===== config.mk =====
export PLATFORM = sky130hd
export DESIGN_NAME = l1_refill_ctrl
export DESIGN_NICKNAME = d
export VERILOG_FILES = /design/src/rtl/l1_refill_ctrl.sv
export SDC_FILE = /design/constraint.sdc
export NUM_CORES = 1
export LEC_CHECK = 0
export ABC_AREA = 1
export CAP_MARGIN = 20
export CORE_MARGIN = 2
export CORE_UTILIZATION = 31
export CTS_CLUSTER_DIAMETER = 50
export DETAILED_ROUTE_END_ITERATION = 8
export MAX_ROUTING_LAYER = met4
export PLACE_DENSITY = 0.78
export SLEW_MARGIN = 20
export SYNTH_ARGS = -nofsm -noshare
export SYNTH_HDL_FRONTEND = slang
export SYNTH_SLANG_ARGS = --single-unit

===== constraint.sdc =====
create_clock -name clk -period 1.35 [get_ports clk]
set_input_delay 0.27 -clock clk [delete_from_list [all_inputs] [get_ports clk]]
set_output_delay 0.27 -clock clk [all_outputs]
set_load 0.02 [all_outputs]

===== src/rtl/l1_refill_ctrl.sv =====
// L1 miss/refill controller: on a lookup miss it stalls the core, fetches the line,
// writes the beats into the victim way, then writes tag+valid and releases the core.
module l1_refill_ctrl #(
  parameter int IDX_W   = 7,
  parameter int TAG_W   = 20,
  parameter int WAY_NUM = 4,
  parameter int DATA_W  = 32,
  parameter int BEATS   = 4,
  parameter int CNT_W   = $clog2(BEATS)
) (
  input  logic                   clk,
  input  logic                   rst_n,
  input  logic                   lkp_val,
  input  logic [IDX_W-1:0]       lkp_idx,
  input  logic [TAG_W-1:0]       lkp_tag,
  input  logic                   lkp_hit,
  input  logic [WAY_NUM-1:0]     lkp_way_vect,
  output logic                   lkp_stall,
  output logic                   mem_req_val,
  output logic [TAG_W+IDX_W-1:0] mem_req_addr,
  input  logic                   mem_req_rdy,
  input  logic                   mem_rsp_val,
  input  logic [DATA_W-1:0]      mem_rsp_data,
  input  logic                   mem_rsp_err,
  output logic                   data_we,
  output logic [WAY_NUM-1:0]     data_way_vect,
  output logic [IDX_W-1:0]       data_idx,
  output logic [CNT_W-1:0]       data_word,
  output logic [DATA_W-1:0]      data_wdata,
  output logic                   tag_we,
  output logic [WAY_NUM-1:0]     tag_way_vect,
  output logic [IDX_W-1:0]       tag_idx,
  output logic [TAG_W-1:0]       tag_wdata,
  output logic                   tag_wval,
  output logic                   fill_done,
  output logic                   fill_err,
  output logic [1:0]             dbg_state
);

  typedef enum logic [1:0] {
    S_IDLE = 2'd0,
    S_REQ  = 2'd1,
    S_FILL = 2'd2,
    S_UPD  = 2'd3
  } state_t;

  state_t             state_q, state_d;
  logic [IDX_W-1:0]   idx_q, idx_d;
  logic [TAG_W-1:0]   tag_q, tag_d;
  logic [WAY_NUM-1:0] way_q, way_d;
  logic [CNT_W-1:0]   cnt_q, cnt_d;
  logic               err_q, err_d;

  always_ff @(posedge clk or negedge rst_n) begin
    if (!rst_n) begin
      state_q <= S_IDLE;
      idx_q   <= '0;
      tag_q   <= '0;
      way_q   <= '0;
      cnt_q   <= '0;
      err_q   <= 1'b0;
    end else begin
      state_q <= state_d;
      idx_q   <= idx_d;
      tag_q   <= tag_d;
      way_q   <= way_d;
      cnt_q   <= cnt_d;
      err_q   <= err_d;
    end
  end

  // Memory request is a valid/ready handshake: mem_req_val and mem_req_addr hold
  // steady from the first REQ cycle until the cycle where mem_req_rdy is also high.
  always_comb begin
    state_d     = state_q;
    idx_d       = idx_q;
    tag_d       = tag_q;
    way_d       = way_q;
    cnt_d       = cnt_q;
    err_d       = err_q;
    mem_req_val = 1'b0;
    data_we     = 1'b0;
    tag_we      = 1'b0;
    tag_wval    = 1'b0;
    fill_done   = 1'b0;
    fill_err    = 1'b0;
    case (state_q)
      S_IDLE: begin
        if (lkp_val && !lkp_hit) begin
          idx_d   = lkp_idx;
          tag_d   = lkp_tag;
          way_d   = lkp_way_vect;
          state_d = S_REQ;
        end
      end
      S_REQ: begin
        mem_req_val = 1'b1;
        if (mem_req_rdy) begin
          cnt_d   = '0;
          state_d = S_FILL;
        end
      end
      S_FILL: begin
        if (mem_rsp_val) begin
          data_we = 1'b1;
          cnt_d   = cnt_q + CNT_W'(1);
          err_d   = err_q | mem_rsp_err;
          if (cnt_q == CNT_W'(BEATS - 1)) state_d = S_UPD;
        end
      end
      S_UPD: begin
        tag_we    = 1'b1;
        tag_wval  = ~err_q;
        fill_done = 1'b1;
        fill_err  = err_q;
        err_d     = 1'b0;
        state_d   = S_IDLE;
      end
      default: state_d = S_IDLE;
    endcase
  end

  // Stall covers the miss cycle itself so the core never sees a miss un-stalled.
  assign lkp_stall = (state_q != S_IDLE) | (lkp_val & ~lkp_hit);

  // Payload buses are zero whenever their strobe is low.
  assign mem_req_addr  = mem_req_val ? {tag_q, idx_q} : '0;
  assign data_way_vect = data_we ? way_q : '0;
  assign data_idx      = data_we ? idx_q : '0;
  assign data_word     = data_we ? cnt_q : '0;
  assign data_wdata    = data_we ? mem_rsp_data : '0;
  assign tag_way_vect  = tag_we ? way_q : '0;
  assign tag_idx       = tag_we ? idx_q : '0;
  assign tag_wdata     = tag_we ? tag_q : '0;
  assign dbg_state     = state_q;

endmodule


-- Yosys cells after proc, flatten, opt, wreduce, memory -nomap -nowiden
Index checks and enable logic that the tools add are counted.
- flip-flop bits (word level): 36
- bits in latches: 0
- RAM bits: 0
- ROM bits: 0
- word-level logic and storage cells: 54
- memories: 0
- add/sub/neg operators: 1
- multiply operators: 0
- divide/modulo/power cells: 0
- magnitude comparators: 0
- equal/unequal tests: 8
- shift operators: 0
- muxes and demuxes: 24
- bitwise logic cells: 5
- reduce and logical (&&, ||, !) cells: 10
- operators with widths (kind ; number):
    $mux W32 ; 1
    $mux W27 ; 1
    $mux W20 ; 1
    $mux W2 ; 7
    $mux W7 ; 2
    $mux W4 ; 2
    $ne A2 B2 Y1 const B ; 4
    $pmux W2 S4 ; 1
    $mux W1 ; 7
    $eq A2 B2 Y1 const B ; 3
    $reduce_bool A2 Y1 ; 3
    $pmux W2 S2 ; 1
    $reduce_and A2 Y1 ; 2
    $reduce_and A4 Y1 ; 1
    $reduce_and A3 Y1 ; 1
    $add A2 B1 Y2 const B ; 1
    $eq A2 B1 Y1 const B ; 1
    $logic_not A2 Y1 ; 1
    $not A1 Y1 ; 2
    $or A1 B1 Y1 ; 2
    $pmux W1 S2 ; 1
    $and A1 B1 Y1 ; 1
    $logic_and A1 B1 Y1 ; 1
    $logic_not A1 Y1 ; 1

-- Logic depth before layout (Yosys ltp)
Gate-level depths: netlist of run 1.
- depth after elaboration: 4
- mapped depth: 8
- gate-level depth less buffers: 8

-- Least setup slack after synthesis of run 1
OpenSTA, ideal clock, no wires.
- path kind: register to output
- start: register state_q[1], in the netlist dbg_state[1]
- end: output port mem_req_addr[10]
- data arrival time: 1484 ps
- data required time: 1080 ps
- setup slack: -404 ps
- stages on the path, launching flop included: 7
- buffers on the path: 2
- cell sequence: dfrtp_1 inv_1 ha_1 buf_4 buf_2 nand2_1 inv_1
- longest elaborated chain between the ends: 3
- ends and longest elaborated chain (item ; line ; text):
    start: declaration ; 47 ; state_t state_q, state_d;
    start signal: assignment ; 63 ; state_q <= state_d;
    $eq A2 B1 Y1 ; 87 ; case (state_q)
    $mux W1 ; 87 ;
    named net mem_req_val ; 19 ; output logic mem_req_val,
    $mux W27 ; 127 ; assign mem_req_addr = mem_req_val ? {tag_q, idx_q} : '0;
    end: declaration ; 20 ; output logic [TAG_W+IDX_W-1:0] mem_req_addr,
The timed path passes the listed nets, and every way through them passes these cells.

-- Worst setup path after layout of run 1
- start: register state_q[0], in the netlist dbg_state[0]
- end: output port data_wdata[30]
- longest elaborated chain between the ends: 3
- ends and longest elaborated chain (item ; line ; text):
    $eq A2 B2 Y1 ; 87 ;
    $mux W1 ; 87 ;
    $mux W32 ; 131 ; assign data_wdata = data_we ? mem_rsp_data : '0;
    end: declaration ; 29 ; output logic [DATA_W-1:0] data_wdata,
No other way between the ends.

==> insert_results.sql, run 1 <==
INSERT INTO impl_metrics (metric_group, metric, value, unit) VALUES
('run_status', 'run_status', 'complete, but fails checks', ''),
('run_status', 'violations', 'setup timing', ''),
('clock_tree', 'worst_setup_hold_path_clk_slew', '0.08', 'ns'),
('critical_path', 'timing.reg2reg.setup_slack', '-0.24', 'ns'),
('critical_path', 'rr_startpoint', 'dbg_state[1]$_DFFE_PN0P_', ''),
('routing', 'drt_drc_violations_left', '0', ''),
('global_routing', 'grt_util_all_layers', '20.7', '%'),
('logic_synthesis', 'synth_top_family_by_area', 'buffers and inverters', ''),
('routing', 'drt_wl_total', '10.8', 'mm'),
('timing', 'finalHoldViolCount', '0', ''),
('clock_tree', 'htreeDepth', '2', ''),
('floorplan', 'boundaryPins', '182', ''),
('critical_path', 'setup.worst_path.end_class', 'output pin', ''),
('logic_synthesis', 'synth.ff_latch_count', '36', ''),
('critical_path', 'criticalPathCategory', 'reg -> out', ''),
('timing', 'worst_clock_skew', '0.00677', 'ns'),
('clock_tree', 'ctsLongestPathBuffers', '2', ''),
('logic_synthesis', 'synth_area_leaders', 'sky130_fd_sc_hd__dfrtp_1 38%, sky130_fd_sc_hd__inv_1 21%, sky130_fd_sc_hd__nand2_1 15%', ''),
('floorplan', 'core_region_area', '7610', 'µm²'),
('logic_synthesis', 'netlist_instances', '394', ''),
('logic_synthesis', 'yosys.area.top_type', 'sky130_fd_sc_hd__dfrtp_1', ''),
('logic_synthesis', 'synth_simple_gate_area_share', '25.3', '%'),
('final_layout', 'leading_cell_types_in_the_layout_fill_and_taps_excluded', '88 x sky130_fd_sc_hd__buf_6, 73 x sky130_fd_sc_hd__inv_1, 68 x sky130_fd_sc_hd__clkdlybuf4s50_1, 61 x sky130_fd_sc_hd__inv_2, 57 x sky130_fd_sc_hd__buf_4', ''),
('routing', 'antenna_left', '0', ''),
('floorplan', 'die-area', '8450', 'µm²'),
('logic_synthesis', 'parity_gate_share_of_the_synthesized_area_counting_xor_and_xnor_cells', '0', '%'),
('timing', 'setup_viol', '146', ''),
('final_layout', 'layout_commonest_cell', 'sky130_fd_sc_hd__buf_6', ''),
('floorplan', 'fp.dieW', '91.9', 'µm'),
('logic_synthesis', 'synth.area.mux_share', '0', '%'),
('placed_design', 'placed_cell_area', '5010', 'µm²'),
('global_routing', 'grt_antenna_before_repair', '0', ''),
('placed_design', 'dp.final_hpwl', '6.57', 'mm'),
('routing', 'dr_total_vias', '3238', ''),
('clock_tree', 'clock-sinks', '36', ''),
('final_layout', 'area_growth_syn_to_layout', '155', '%'),
('critical_path', 'timing.critical_path.required', '1.08', 'ns'),
('global_routing', 'largest_net_degree_at_the_start_of_global_routing', '47', ''),
('critical_path', 'worst_ep_arrival_time', '1.56', 'ns'),
('timing', 'min_period', '1.83', 'ns'),
('global_routing', 'wire_length_of_the_first_global_routing_pass', '13.9', 'mm'),
('run', 'max_cap_viol_count', '0', ''),
('routing', 'drtPass1Iterations', '4', ''),
('global_routing', 'vias_in_the_first_global_route', '3025', ''),
('pwr', 'power.leakage', '3.35', 'nW'),
('floorplan', 'die_height', '91.9', 'µm'),
('placed_design', 'portBuffers', '181', ''),
('logic_synthesis', 'compound_gate_fraction_of_synth_area', '8.25', '%'),
('global_routing', 'grt_overflow_total', '0', ''),
('critical_path', 'r2r-end', 'idx_q[6]$_DFFE_PN0P_', ''),
('worst_hold_path', 'holdCritPathClass', 'in -> reg', ''),
('clock_tree', 'worst_skew_pair_later_pin_latency', '0.29', 'ns'),
('worst_hold_path', 'worst_hold_path.endpoint', 'tag_q[6]$_DFFE_PN0P_', ''),
('floorplan', 'initial_core_util', '31.5', '%'),
('timing', 'slew_viol_final', '0', ''),
('clock_tree', 'cts_tree', 'built', ''),
('pwr', 'fin_total_pwr', '11.5', 'mW'),
('logic_synthesis', 'syn_nets', '471', ''),
('pwr', 'worst_ir_drop_vdd', '0.00132', 'V'),
('final_layout', 'final_layout_size_suffix_gt1_share', '64.9', '%'),
('logic_synthesis', 'yosysSeqAreaShare', '37.6', '%'),
('final_layout', 'layout_nets', '702', ''),
('worst_hold_path', 'hold_path_depth', '3', ''),
('logic_synthesis', 'mappedNetlistArea', '2400', 'µm²'),
('critical_path', 'setup.worst_path.start_class', 'flop', ''),
('routing', 'drtIter0Drc', '95', ''),
('placed_design', 'gp_congestion', '0.772', ''),
('logic_synthesis', 'postSynthAreaPerCell', '6.08', 'µm²'),
('timing', 'finalWorstSetupSlack', '-0.481', 'ns'),
('logic_synthesis', 'synthAdderAreaFrac', '3.65', '%'),
('critical_path', 'ff2ff_path_depth', '9', '');
==> cells in the mapped netlist <==
master	count
sky130_fd_sc_hd__or2_2	1
sky130_fd_sc_hd__o21bai_1	2
sky130_fd_sc_hd__nand2_1	94
sky130_fd_sc_hd__a21oi_1	11
sky130_fd_sc_hd__clkbuf_1	3
sky130_fd_sc_hd__nor2_1	59
sky130_fd_sc_hd__buf_2	13
sky130_fd_sc_hd__nand3_1	3
sky130_fd_sc_hd__ha_1	7
sky130_fd_sc_hd__inv_1	137
sky130_fd_sc_hd__nand3_2	1
sky130_fd_sc_hd__buf_4	2
sky130_fd_sc_hd__dfrtp_1	36
sky130_fd_sc_hd__o21ai_0	24
sky130_fd_sc_hd__a21boi_0	1
==> sequential cells by signal, summed over array words and instances, names as in the netlist <==
register,cells
idx_q,7
err_q,1
tag_q,20
way_q,4
cnt_q,2
dbg_state,2
==> area by class of cell <==
cell class	count	area [µm²]
Timing Repair Buffer	241	2650
Multi-Input combinational cell	204	1830
Fill cell	495	1480
Sequential cell	36	903
Inverter	137	522
Tap cell	102	128
Clock buffer	7	86.3
Clock inverter	1	7.51
==> how the worst max path moves through the flow <==
stage                        to                startpoint  slack, ns
2_1_floorplan  mem_req_addr[10]  dbg_state[1]$_DFFE_PN0P_      -0.10
3_3_place_gp        data_idx[0]               mem_rsp_val      -0.79
3_5_place_dp        data_idx[0]               mem_rsp_val      -0.81
4_1_cts         mem_req_addr[9]  dbg_state[1]$_DFFE_PN0P_      -0.52
5_1_grt          data_wdata[30]  dbg_state[0]$_DFFE_PN0P_      -0.54
6_report         data_wdata[30]  dbg_state[0]$_DFFE_PN0P_      -0.48
==> worst max-delay path, stage by stage (launching register included) <==
cell and delay, ns:
sky130_fd_sc_hd__dfrtp_2 0.43, sky130_fd_sc_hd__inv_4 0.07, sky130_fd_sc_hd__ha_4 0.16, sky130_fd_sc_hd__nand2_8 0.09, sky130_fd_sc_hd__bufbuf_16 0.30, sky130_fd_sc_hd__nor2_4 0.10, sky130_fd_sc_hd__buf_6 0.12
==> power by group <==
| group | leakage [nW] | internal, mW | switching (mW) |
|---|---|---|---|
| Combinational | 2.87 | 4.14 | 4.23 |
| Clock | 0.0445 | 0.416 | 0.422 |
| Sequential | 0.430 | 1.58 | 0.738 |
| Total | 3.35 | 6.14 | 5.39 |
==> repair_timing <==
action | CTS | global route
resized for setup | 507 | 317
gates cloned | 1 | 15
hold buffers | 1 | 0
setup buffers | 2 | 9
endpoints found under the hold margin | 36 | 0
endpoints found under the setup margin | 147 | 148
pin swaps | 0 | 21
==> metal layers <==
layer | part of all wire, % | track usage [%] | up-vias | routed length, µm
met5 | 0 | - | - | 0
met4 | 1.4 | 4.10 | 0 | 154
met3 | 6.0 | 4.77 | 16 | 648
met2 | 54 | 39.0 | 125 | 5840
met1 | 39 | 22.2 | 1545 | 4170
li1 | - | - | 1552 | -
==> kinds of logic after synthesis <==
group	count (synthesis)
AO/OA/AOI/OAI	38
buffers and inverters	155
flip-flops	36
adder cells (fa/ha/maj)	7
AND/OR/NAND/NOR	158
==> metrics by stage <==
stage	setup slack, ns	instances	setup TNS, ns	hold WS, ns	util [%]
final	-0.481	728	-52.29	0.511	80.5
after global routing	-0.543	728	-59.85	0.511	80.5
after CTS	-0.516	705	-50.42	0.475	63.9
after detailed placement	-0.812	693	-72.65	0.253	65.9
after global placement	-0.789	693	-70.34	0.249	65.9
after floorplan	-0.103	394	-6.83	-0.0256	-
Note: power is estimated with default switching activity, not from simulation.
==> run 2, diff against run 1 <==
--- a/config.mk
+++ b/config.mk
@@ -6,7 +6,6 @@
 export NUM_CORES = 1
 export LEC_CHECK = 0
 export ABC_AREA = 1
-export CAP_MARGIN = 20
 export CORE_MARGIN = 2
 export CORE_UTILIZATION = 31
 export CTS_CLUSTER_DIAMETER = 50
==> results of run 2 <==
The final DEF is identical to that of run 1; final timing and power are the same.
